## config.mk

```make
export PLATFORM = sky130hd
export DESIGN_NAME = riscv_hazard_detection_unit
export DESIGN_NICKNAME = d
export VERILOG_FILES = /design/src/rtl/riscv_hazard_detection_unit.sv
export SDC_FILE = /design/constraint.sdc
export NUM_CORES = 1
export LEC_CHECK = 0
export CAP_MARGIN = 20
export CORE_MARGIN = 1.5
export CORE_UTILIZATION = 45
export CTS_CLUSTER_DIAMETER = 60
export DETAILED_ROUTE_END_ITERATION = 10
export PLACE_DENSITY = 0.8
export SLEW_MARGIN = 20
export SYNTH_ARGS = -nofsm -noshare
export SYNTH_HDL_FRONTEND = slang
export SYNTH_SLANG_ARGS = --single-unit
export TNS_END_PERCENT = 20
```

## constraint.sdc

```tcl
create_clock -name clk -period 2.3 [get_ports clk]
set_input_delay 0.23 -clock clk [delete_from_list [all_inputs] [get_ports clk]]
set_output_delay 0.23 -clock clk [all_outputs]
set_load 0.01 [all_outputs]
```

## src/rtl/riscv_hazard_detection_unit.sv

```systemverilog
// Branch/jump resolution, load-use stall detection and flush/stall event counters.
// Control outputs are purely combinational; only the counters are clocked.
module riscv_hazard_detection_unit (
    input  logic        clk,
    input  logic        reset,
    input  logic        zero,
    input  logic        lessThan,
    input  logic [6:0]  opcode,
    input  logic [2:0]  func3,
    input  logic        memRead,
    input  logic [4:0]  exRd,
    input  logic [4:0]  idRs1,
    input  logic [4:0]  idRs2,
    output logic        pcSrc,
    output logic        flush,
    output logic        stall,
    output logic [15:0] flushCount,
    output logic [15:0] stallCount
);

    localparam logic [6:0] OP_JAL    = 7'b1101111;
    localparam logic [6:0] OP_JALR   = 7'b1100111;
    localparam logic [6:0] OP_BRANCH = 7'b1100011;

    localparam logic [15:0] CNT_MAX  = 16'hFFFF;

    logic is_jump;
    logic is_branch;
    logic br_taken;
    logic load_use;

    assign is_jump   = (opcode == OP_JAL) || (opcode == OP_JALR);
    assign is_branch = (opcode == OP_BRANCH);

    always_comb begin
        br_taken = 1'b0;
        case (func3)
            3'b000:  br_taken = zero;
            3'b001:  br_taken = !zero;
            3'b100:  br_taken = lessThan;
            3'b110:  br_taken = lessThan;
            3'b101:  br_taken = !lessThan;
            3'b111:  br_taken = !lessThan;
            default: br_taken = 1'b0;
        endcase
    end

    always_comb begin
        pcSrc = 1'b0;
        unique case (1'b1)
            is_jump:   pcSrc = 1'b1;
            is_branch: pcSrc = br_taken;
            default:   pcSrc = 1'b0;
        endcase
    end

    assign flush = pcSrc;

    // A taken transfer squashes the dependent ID instruction, so no stall is needed.
    assign load_use = memRead && (exRd != 5'd0) &&
                      ((exRd == idRs1) || (exRd == idRs2));
    assign stall    = load_use && !pcSrc;

    always_ff @(posedge clk) begin
        if (reset) begin
            flushCount <= 16'd0;
            stallCount <= 16'd0;
        end else begin
            if (flush && (flushCount != CNT_MAX))
                flushCount <= flushCount + 16'd1;
            if (stall && (stallCount != CNT_MAX))
                stallCount <= stallCount + 16'd1;
        end
    end

endmodule

```

==> flow_summary.ini, run 1 <==
[floorplanning]
ios = 65
start_util_pct = 46.4
rows = 23
core_region_area_um2 = 3970
die_area_um2 = 4490
die_w_um = 67.0
die_h_um = 67.0

[routing]
drt-total-wl_um = 4250
drt_pass1_iterations = 4
drc = 0
vias = 1713
routedWlPerCell_um = 12.8
via_per_inst = 5.16
final_antenna_net_count = 0
drt_iter0_drc = 54

[setup_path]
end_kind = output pin
cp_max_fo = 4
worstPathArrival_ns = 2.00
reg2reg_depth = 7
crit_top_cell = clkdlybuf4s50_1
regToRegSetupSlack_ns = 0.26
slowest_stage = clkdlybuf4s50_1
path_class = in -> out
r2r-start = stallCount[2]
r2r_end = stallCount[7]
required_ns = 2.07
crit_start = opcode[3]
critPathMaxStageDelay_ns = 0.50
endpoint = pcSrc
crit_chain = clkdlybuf4s50_1 -> and2b_1 -> a221oi_2 -> nor2_4 -> buf_4 -> clkdlybuf4s50_1
start_kind = input port

[sta]
fin_hold_ws_ns = 0.502
fin_tns_setup_ns = 0
hold_viol = 0
setup_viol = 0
skew_ns = 0.00325
post-route-period-util_pct = 97.1
slew_headroom_pct = 55.9
fmax_mhz = 448
tightest_slew_ns = 0.660
fin_crit_ns = 2.23
slew_violations = 0

[power]
power_density_nw_per_um2 = 421
p_sw_uw = 245
p_total_mw = 1.14
peakVddDrop_mv = 0.361
p_sw_share_pct = 21.5
p_leak_nw = 0.938
combPwrFrac_pct = 10.7
power_frac_seq_pct = 48.9
intPower_uw = 893
pwr-share-clk_pct = 40.4

[yosys]
synthSimpleGateAreaFrac_pct = 32.0
synth_top_area_share_pct = 34.8
seq_area_frac_synth_pct = 34.8
synth_xor_area_share_pct = 12.4
synth-async-reset-ratio_pct = 0
synthesis.nets = 240
syn_inst = 208
syn_area_per_cell_um2 = 8.86
synth-edff-count = 0
yosys.area.top_type = dfxtp_1
synth_area_leaders = dfxtp_1 (35%), xor2_1 (7.1%), nor2_1 (6.3%)
muxShareOfSynthArea_pct = 4.75
ys.flop_type = dfxtp_1
synth-compound-area-share_pct = 9.50
synth_cell_type_count = 44
synth-adder-area-share_pct = 1.36
synth_top_family_by_area = simple AND/OR/NAND/NOR gates
yosysWarnings = 0
synth-seq-cells = 32
synth_area_um2 = 1840

[job]
maxCapViolCount = 0

[cts]
cts_resized = 2
clockBufferDepth = 2
post_cts.repair.setup_buffers = 0
cts_root_buffer = clkbuf_8
ctsHoldBuffers = 0
cts_buffers = 5
h-tree-depth = 2
path_clk_slew_ns = 0.06
cts_tree = built
worstSkewPairLatency_ns = 0.28
cts_sinks = 32

[layout]
n_antenna_cell = 0
fin_nets = 314
num-fill-cells = 338
drive_gt1_share_pct = 15.2
syn2layout_area_growth_pct = 46.6

[global_route]
grt_max_degree = 22
grt_pass1_wl_um = 6930
track_usage_pct = 20.4
grt_overflow = 0
grt_pass1_vias = 1585
antenna_found_initial = 0

[place]
place_congestion = 0.853
port_buffers = 64
hpwlAfterDp_um = 3150

[min_path]
min_path_type = reg -> reg

[run_status]
status = finished, final reports clean
[routing by layer]
metal | share of wire, % | global-route usage (%)
met1 | 46 | 23.2
met4 | 0.99 | 5.36
met2 | 48 | 37.1
met5 | 0 | 0
met3 | 4.7 | 5.57
[power groups by stage]
stage          clock network (mW)  registers (mW)  logic [mW]
4_1_cts                     0.473           0.556       0.121
6_report                    0.460           0.556       0.122
2_1_floorplan                   0           0.569      0.0476
3_3_place_gp                    0           0.569       0.118
3_5_place_dp                    0           0.569       0.120
5_1_grt                     0.488           0.556       0.133
[cells in the mapped netlist, types with 3 or more instances]
library cell	instances
clkbuf_1	5
dfxtp_1	32
nor3_1	8
xnor2_1	11
a21oi_1	7
nand3_1	8
nand2_1	6
inv_1	11
mux2_1	6
a31o_2	3
nor2b_1	4
nand4_1	13
nor2_1	31
nor3_2	5
xor2_1	15
[logic make-up after synthesis]
family,Yosys count
buffers and inverters,20
and+or+nand+nor,97
muxes,8
xor gates and xnor gates,26
adders and majority gates,2
DFF,32
AOI/OAI and AO/OA,23
[layout by cell type (no fill, tap or decap), drive strengths merged, types with 3 or more instances in the layout]
cell | Yosys | layout
a21oi | 7 | 7
a31o | 3 | 3
buf | 4 | 12
clkbuf | 5 | 7
clkdlybuf4s50 | 0 | 63
dfxtp | 32 | 32
inv | 11 | 11
mux2 | 6 | 6
nand2 | 6 | 6
nand3 | 9 | 9
nand4 | 14 | 14
nor2 | 32 | 32
nor2b | 4 | 4
nor3 | 14 | 14
nor4 | 3 | 3
o21ai | 3 | 3
xnor2 | 11 | 11
xor2 | 15 | 15
[worst min path at each step]
stage	startpoint	slack, ns	cells past startpoint	end
after global placement	stallCount[14]	0.50	1	stallCount[14]
after CTS	stallCount[14]	0.51	1	stallCount[14]
after detailed placement	stallCount[14]	0.50	1	stallCount[14]
after global routing	stallCount[14]	0.54	1	stallCount[14]
final	stallCount[14]	0.50	1	stallCount[14]
after floorplan	reset	0.46	2	stallCount[3]
[metrics by stage]
step	instances	setup slack (ns)	utilization [%]	area [um^2]
floorplan	208	0.302	-	1840
global placement	325	-0.0300	65.3	2590
detailed placement	325	-0.0348	65.3	2590
CTS	332	0.0265	67.8	2690
global route	332	-0.00651	68.1	2700
finish	332	0.0668	68.1	2700
[final cells by class]
cell class              count  area, um^2  share of cell area (%)
clock buffers               7        96.3                    3.56
inverters                  11        41.3                    1.53
multi-input cells         156        1120                    41.4
flip-flops and latches     32         641                    23.7
well taps                  50        62.6                    2.31
repair buffers             76         742                    27.5
[worst max-delay path: cells and delay by family]
family	cells	cell delay [ns]
buffers and inverters	3	1.15
AND/OR/NAND/NOR	2	0.30
AO/OA/AOI/OAI	1	0.31
[state kept, by name, summed over array words and instances (netlist names)]
signal,count
flushCount,16
stallCount,16
Note: power is estimated with default switching activity, not from simulation.
==> run 2, diff against run 1 <==
--- a/config.mk
+++ b/config.mk
@@ -6,6 +6,7 @@
 export NUM_CORES = 1
 export LEC_CHECK = 0
 export CAP_MARGIN = 20
+export CORE_ASPECT_RATIO = 1.75
 export CORE_MARGIN = 1.5
 export CORE_UTILIZATION = 45
 export CTS_CLUSTER_DIAMETER = 60
==> run 2 against run 1 <==
Compared with the run above: worst setup slack better by 0.031 ns; flip-flop and latch count unchanged; count of clock-buffer cells in the layout down 1; largest cell class unchanged; largest power group unchanged.
==> flow_summary.ini, run 2 (synthesis results as in run 1) <==
[layout]
n_antenna_cell = 0
fin_nets = 318
stdcell_count = 335
num-fill-cells = 317
reg_top3 = flushCount (16), stallCount (16)
fin_util_pct = 69.5
drive_gt1_share_pct = 16.0
final_common_cell = clkdlybuf4s50_1
syn2layout_area_growth_pct = 47.1
seqCellArea_um2 = 641
multiInputGateArea_um2 = 1100
layout_common_cells = clkdlybuf4s50_1 (63), dfxtp_1 (32), nor2_1 (31)

[setup_path]
critPathMaxStageDelay_ns = 0.54
crit_start = func3[0]
regToRegSetupSlack_ns = 0.19
worstPathArrival_ns = 1.97
crit_chain = clkdlybuf4s50_1 -> xor2_1 -> a221oi_2 -> nor2_2 -> buf_4 -> clkdlybuf4s50_1
cp_max_fo = 4
start_kind = input port
r2r_end = stallCount[15]
slowest_stage = clkdlybuf4s50_1
r2r-start = stallCount[4]
crit_top_cell = clkdlybuf4s50_1
required_ns = 2.07
path_class = in -> out
endpoint = pcSrc
reg2reg_depth = 6
end_kind = output pin

[routing]
vias = 1797
via_per_inst = 5.36
final_antenna_net_count = 0
drt-total-wl_um = 4410
drc = 0
routedWlPerCell_um = 13.2
drt_iter0_drc = 15
drt_pass1_iterations = 4

[sta]
post-route-period-util_pct = 95.8
fin_crit_ns = 2.20
slew_headroom_pct = 61.0
hold_viol = 0
fin_ws_ns = 0.0973
fmax_mhz = 454
slew_violations = 0
rsz0062_at_grt = false
tightest_slew_ns = 0.583
setup_viol = 0
skew_ns = 0.00875

[cts]
cts_sinks = 32
cts_buffers = 5
cts_tree = built
clockBufferDepth = 2
path_clk_slew_ns = 0.06
ctsHoldBuffers = 0
h-tree-depth = 2
worstSkewPairLatency_ns = 0.28
cts_root_buffer = clkbuf_8
post_cts.repair.setup_buffers = 0

[global_route]
grtUsageMet3_pct = 4.10
antenna_found_initial = 0
track_usage_pct = 20.9
grt.met2_usage_pct = 41.0
grt_use_met1_pct = 19.3
busiest_layer = met2
grt_pass1_wl_um = 7220
grt_max_degree = 18
grt_pass1_vias = 1744
grt_overflow = 0

[place]
place_congestion = 0.770
hpwlAfterDp_um = 3460
placedCellCount = 327
port_buffers = 64
post-place-ws_ns = -0.112

[floorplanning]
core_region_area_um2 = 3900
rows = 30
die_w_um = 51.4
die_h_um = 87.7
ios = 65
die_area_um2 = 4500
start_util_pct = 47.2

[run_status]
status = finished, final reports clean

[power]
p_total_mw = 1.13
power_density_nw_per_um2 = 416
peakVddDrop_mv = 0.385
p_leak_nw = 0.958

[min_path]
min_path_type = reg -> reg

[job]
maxCapViolCount = 0
## run 2: cell types whose count changed in the layout (fill, tap and decap cells not counted)
cell	change
nor2_2	+1
nor3_2	-1
clkinv_2	+2
nor3_1	+1
nor2_4	-1
clkbuf_8	-1
a22oi_2	-1
a22oi_1	+1
buf_4	+4
## run 2: cell type report
| cell class | instances | share of cell area [%] |
|---|---|---|
| inverters | 11 | 1.52 |
| well taps | 48 | 2.22 |
| repair buffers | 80 | 28.5 |
| flip-flops and latches | 32 | 23.6 |
| multi-input cells | 156 | 40.7 |
| clock buffers | 6 | 3.05 |
| clock inverters | 2 | 0.369 |
## run 2: through the flow
stage / area, um^2 / hold WS (ns) / TNS, ns
final: 2710 / 0.515 / 0
after global routing: 2710 / 0.549 / 0
after CTS: 2710 / 0.521 / 0
after detailed placement: 2620 / 0.511 / -0.497
after global placement: 2620 / 0.503 / -0.212
after floorplan: 1840 / 0.456 / 0
## run 2: critical path: cells and delay by family
family,cells,cell delay (ns)
buf+inv,3,1.24
compound gates,1,0.10
simple gates,1,0.21
xor+xnor,1,0.20
## run 2: per-layer routing
layer,wire length (um),vias up
met5,0,-
met4,93,0
met3,132,7
met2,2530,34
met1,1650,862
li1,-,894
## run 2: power by group
group | internal, mW | switching (mW)
registers | 0.555 | 0.00142
logic | 0.0730 | 0.0493
clock network | 0.239 | 0.210
total | 0.867 | 0.260
## run 2: worst min path at each step
stage,from,end,slack (ns),cells after the start
2_1_floorplan,reset,stallCount[3],0.46,2
3_3_place_gp,stallCount[14],stallCount[14],0.50,1
3_5_place_dp,stallCount[14],stallCount[14],0.51,1
4_1_cts,stallCount[14],stallCount[14],0.52,1
5_1_grt,stallCount[14],stallCount[14],0.55,1
6_report,stallCount[14],stallCount[14],0.52,1
## run 2: timing repair
action / CTS / global route
gates resized for setup: 1 / 0
endpoints found under the setup margin: 1 / 0
endpoints found under the hold margin: 0 / 0
==> run 3, diff against run 2 <==
==> constraint.sdc (replaced) <==
create_clock -name clk -period 2.3 [get_ports clk]
set_input_delay 0.46 -clock clk [delete_from_list [all_inputs] [get_ports clk]]
set_output_delay 0.46 -clock clk [all_outputs]
set_load 0.01 [all_outputs]
==> run 3 against run 2 <==
Compared with the run above: clock power is 23% higher; via count hardly changed; critical endpoint is now stall; cell count is 0.60% higher; final area is 2.0% higher; core utilization is 1.4 points higher; global-route usage is 0.17 points higher; sequential power hardly changed; register-to-register slack hardly changed; critical path depth is 1 lower; wire length is 1.5% higher; clock skew is 0.0016 ns lower; sequential share of layout area is 0.47 points lower.
==> flow_summary.ini, run 3 (synthesis results as in run 1) <==
[power]
p_leak_nw = 1.01
p_sw_share_pct = 23.0
pwr-share-clk_pct = 44.7
combPwrFrac_pct = 10.1
power_frac_seq_pct = 45.2
intPower_uw = 947
p_sw_uw = 283
peakVddDrop_mv = 0.643
power_density_nw_per_um2 = 445
p_total_mw = 1.23

[sta]
hold_viol = 0
tightest_slew_ns = 0.367
fin_crit_ns = 2.23
slew_headroom_pct = 75.5
fin_hold_ws_ns = 0.527
setup_viol = 0
skew_ns = 0.00716
post-route-period-util_pct = 97.0
slew_violations = 0
fmax_mhz = 448

[cts]
clockBufferDepth = 2
cts_root_buffer = clkbuf_8
h-tree-depth = 2
ctsHoldBuffers = 0
cts_tree = built
path_clk_slew_ns = 0.07
worstSkewPairLatency_ns = 0.29
cts_sinks = 32
cts_buffers = 5

[setup_path]
cp_max_fo = 3
worstPathArrival_ns = 1.77
end_kind = output pin
regToRegSetupSlack_ns = 0.19
required_ns = 1.84
reg2reg_depth = 6
crit_start = exRd[4]
path_class = in -> out
start_kind = input port
r2r-start = stallCount[3]

[place]
place_congestion = 0.775
port_buffers = 64
hpwlAfterDp_um = 3420
placedCellCount = 327

[min_path]
whs_path_depth = 1
min_path_type = reg -> reg
min_from = stallCount[14]

[routing]
vias = 1796
drt_pass1_iterations = 4
drc = 0
via_per_inst = 5.33
drt-total-wl_um = 4480
routedWlPerCell_um = 13.3
final_antenna_net_count = 0
drt_iter0_drc = 15

[floorplanning]
core_region_area_um2 = 3900
start_util_pct = 47.2
rows = 30
die_w_um = 51.4
ios = 65
die_area_um2 = 4500
die_h_um = 87.7

[layout]
stdcell_count = 337
fin_nets = 320
num-fill-cells = 325
multiInputGateArea_um2 = 1120
reg_top3 = flushCount (16), stallCount (16)
final_common_cell = clkdlybuf4s50_1
layout_common_cells = clkdlybuf4s50_1 (52), dfxtp_1 (32), nor2_1 (31)
n_antenna_cell = 0
drive_gt1_share_pct = 18.3
seqCellArea_um2 = 641
fin_util_pct = 70.9
syn2layout_area_growth_pct = 50.1

[global_route]
grt_max_degree = 40
track_usage_pct = 21.1
antenna_found_initial = 0
grt_pass1_wl_um = 7220
grt_overflow = 0
grt_pass1_vias = 1721

[job]
maxCapViolCount = 0

[run_status]
status = finished, final reports clean
run 3: critical path: stages:
cell             delay, ns
clkdlybuf4s50_1       0.46
or4_1                 0.44
o21ai_2               0.22
nor3_4                0.05
buf_2                 0.15
run 3: power by group through the flow:
stage	registers [mW]	logic, mW	clock network, mW
floorplan	0.569	0.0476	0
global placement	0.569	0.122	0
detailed placement	0.569	0.125	0
CTS	0.556	0.123	0.559
global route	0.556	0.136	0.585
finish	0.556	0.125	0.550
run 3: per-layer routing:
metal  wire length, um  GRT usage, %
met4                89          8.61
met5                 0             0
met3               182          5.46
met1              1590          19.6
met2              2610          41.4
run 3: worst paths after layout:
check / to
hold / removal: stallCount[14]
setup / recovery: stall
hold reg to reg: stallCount[14]
setup reg to reg: stallCount[13]
run 3: through the flow:
| step | worst slack (ns) | cell area [um^2] | setup TNS, ns |
|---|---|---|---|
| floorplan | 0.197 | 1840 | 0 |
| finish | 0.0692 | 2770 | 0 |
| detailed placement | -0.485 | 2620 | -5.55 |
| global route | -0.0136 | 2770 | -0.0136 |
| global placement | -0.439 | 2620 | -4.43 |
| CTS | 0.000187 | 2740 | 0 |
run 3: what timing repair did:
action                                  4_1_cts  5_1_grt
resized for setup                            16        7
endpoints found under the hold margin         0        0
pin swaps                                     5        6
buffers inserted                              2        0
endpoints found under the setup margin        6        6
run 3: area by class of cell:
cell class / count / area share [%]
clock inverter: 3 / 1.54
clock buffer: 5 / 2.49
sequential: 32 / 23.2
tap: 48 / 2.17
multi-input combinational: 156 / 40.7
inverter: 11 / 1.49
timing repair buffer: 82 / 28.5
==> variant: new RTL, flow settings as in run 1 <==
Make the reset (`reset`) asynchronous in one clocked block.
--- a/src/rtl/riscv_hazard_detection_unit.sv
+++ b/src/rtl/riscv_hazard_detection_unit.sv
@@ -61,7 +61,7 @@
                       ((exRd == idRs1) || (exRd == idRs2));
     assign stall    = load_use && !pcSrc;
 
-    always_ff @(posedge clk) begin
+    always_ff @(posedge clk or posedge reset) begin
         if (reset) begin
             flushCount <= 16'd0;
             stallCount <= 16'd0;
Formal check against the unedited RTL: differs if reset is asserted again (counterexample within 4 cycles, from zero or initial values and one cycle with reset high); with reset held inactive, the same outputs for 10 cycles.
==> variant against run 1 <==
Sequential cell count is the same; count of clock-buffer cells in the layout is 1 higher; synthesized cell count is 23% lower; worst setup slack improved by 110 ps; largest cell class unchanged; synthesized area shrank 6.6%; wire length shrank 9.4%; final area is 4.4% lower; non-clock buffer count is 1 lower.
Power is not compared: it rests on default switching activity, and its combinational part moved more than twofold at a synthesized area within 25%.
==> variant: results (changes against run 1) <==
metric,value,unit,change
GR Util met2,0.3183,,-0.05295
post-detail-place hpwl,2851,um,-9.4%
grt met3 use,0.05382,,-0.001924
status,completed,,
layout cells sized above 1,0.1162,,-0.03630
worst hold path type,primary input to async pin,,
fin cells,289,,-13%
CP Max Fanout,9,,+5
vias in the first global route,1408,,-11%
FMAX,0.4713,GHz,+5.2%
Worst setup startpoint,func3[0],,
Syn Nets,193,,-20%
drt first pass iters,5,,+1
drt wl/cell,13.31,um,+4.1%
first-iteration detailed-routing DRC count,52,,-3.7%
Critical R2R Launch,stallCount[0],,
first-pass GRT wire length,6389,um,-7.9%
sequential element share of the synthesized area,0.4651,,+0.1175
routability congestion estimate,0.8043,,-5.7%
Synth cell types,29,,-34%
slew margin rel.,0.7132,,+0.1544
ys async rst share,1.000,,+1.000
total global-route track usage,0.1990,,-0.004866
nets,272,,-13%
Worst Skew,1.877,ps,-1.376 ps
most area-consuming cells after synthesis,"dfrtp_1, xnor2_1, xor2_1",,
DP Area,0.002474,mm2,-4.6%
Post-Syn Instances,161,,-23%
WP data arrival,2290,ps,+290 ps
placed insts,280,,-14%
pin count of the biggest net entering global routing,33,,+50%
variant: cell types whose count changed after synthesis, sizes merged, moves of 6 or more:
cell | before | now
xnor2 | 11 | 25
nor2 | 32 | 3
nand2 | 6 | 14
dfrtp | 0 | 32
a21oi | 7 | 1
dfxtp | 32 | 0
variant: final cells by class:
| class | instances | area, um2 |
|---|---|---|
| Clock buffer | 8 | 90.09 |
| Fill cell | 303 | 1076 |
| Inverter | 7 | 26.28 |
| Multi-Input combinational cell | 119 | 877.1 |
| Sequential cell | 32 | 800.8 |
| Tap cell | 48 | 60.06 |
| Timing Repair Buffer | 75 | 730.7 |
variant: tightest hold or removal path, delay by kind of cell:
kind	cells	cell delay, ps
buffers and inverters	3	790
variant: cell families after synthesis:
| family | count (synthesis) | synth area share |
|---|---|---|
| AND/OR/NAND/NOR | 68 | 0.2267 |
| XOR/XNOR | 42 | 0.2137 |
| flip-flops | 32 | 0.4651 |
| buffers and inverters | 10 | 0.02907 |
| AO/OA/AOI/OAI | 5 | 0.03780 |
| multiplexers | 2 | 0.01308 |
| adder cells (fa/ha/maj) | 2 | 0.01453 |
variant: power breakdown:
group	switching [mW]	internal (mW)
clock	0.192	0.244
sequential	0.0636	0.612
combinational	0.118	0.196
variant: stage by stage:
stage                     setup WS (ps)  hold slack (ps)
after floorplan                   487.8            346.2
after global placement           -17.96            484.6
after detailed placement         -32.87            482.8
after CTS                         19.28            336.1
after global routing              34.46            400.9
final                             178.1            327.9
variant: final timing paths:
check                           depth (start not counted)  slack (ps)       endpoint
worst max-delay path                                    9         180  stallCount[1]
worst min-delay path                                    3         330  stallCount[1]
worst max register to register                          8         400  stallCount[8]
worst min register to register                          1         490  flushCount[7]
max in group asynchronous                               3        1690  flushCount[0]
min in group clk                                        1         490  flushCount[7]
variant: per-layer routing:
metal / part of all wire / vias to the layer above / wire length, um
li1: - / 725 / -
met1: 0.46 / 678 / 1782
met2: 0.44 / 56 / 1700
met3: 0.080 / 5 / 307
met4: 0.015 / 0 / 58
met5: 0 / - / 0
variant: repair_timing:
action / 4_1_cts / 5_1_grt
buffers inserted: 1 / 0
endpoints found under the setup margin: 1 / 3
resized for setup: 1 / 3
cloned: 0 / 0
hold endpoints to repair: 0 / 0
pin swaps: 1 / 0
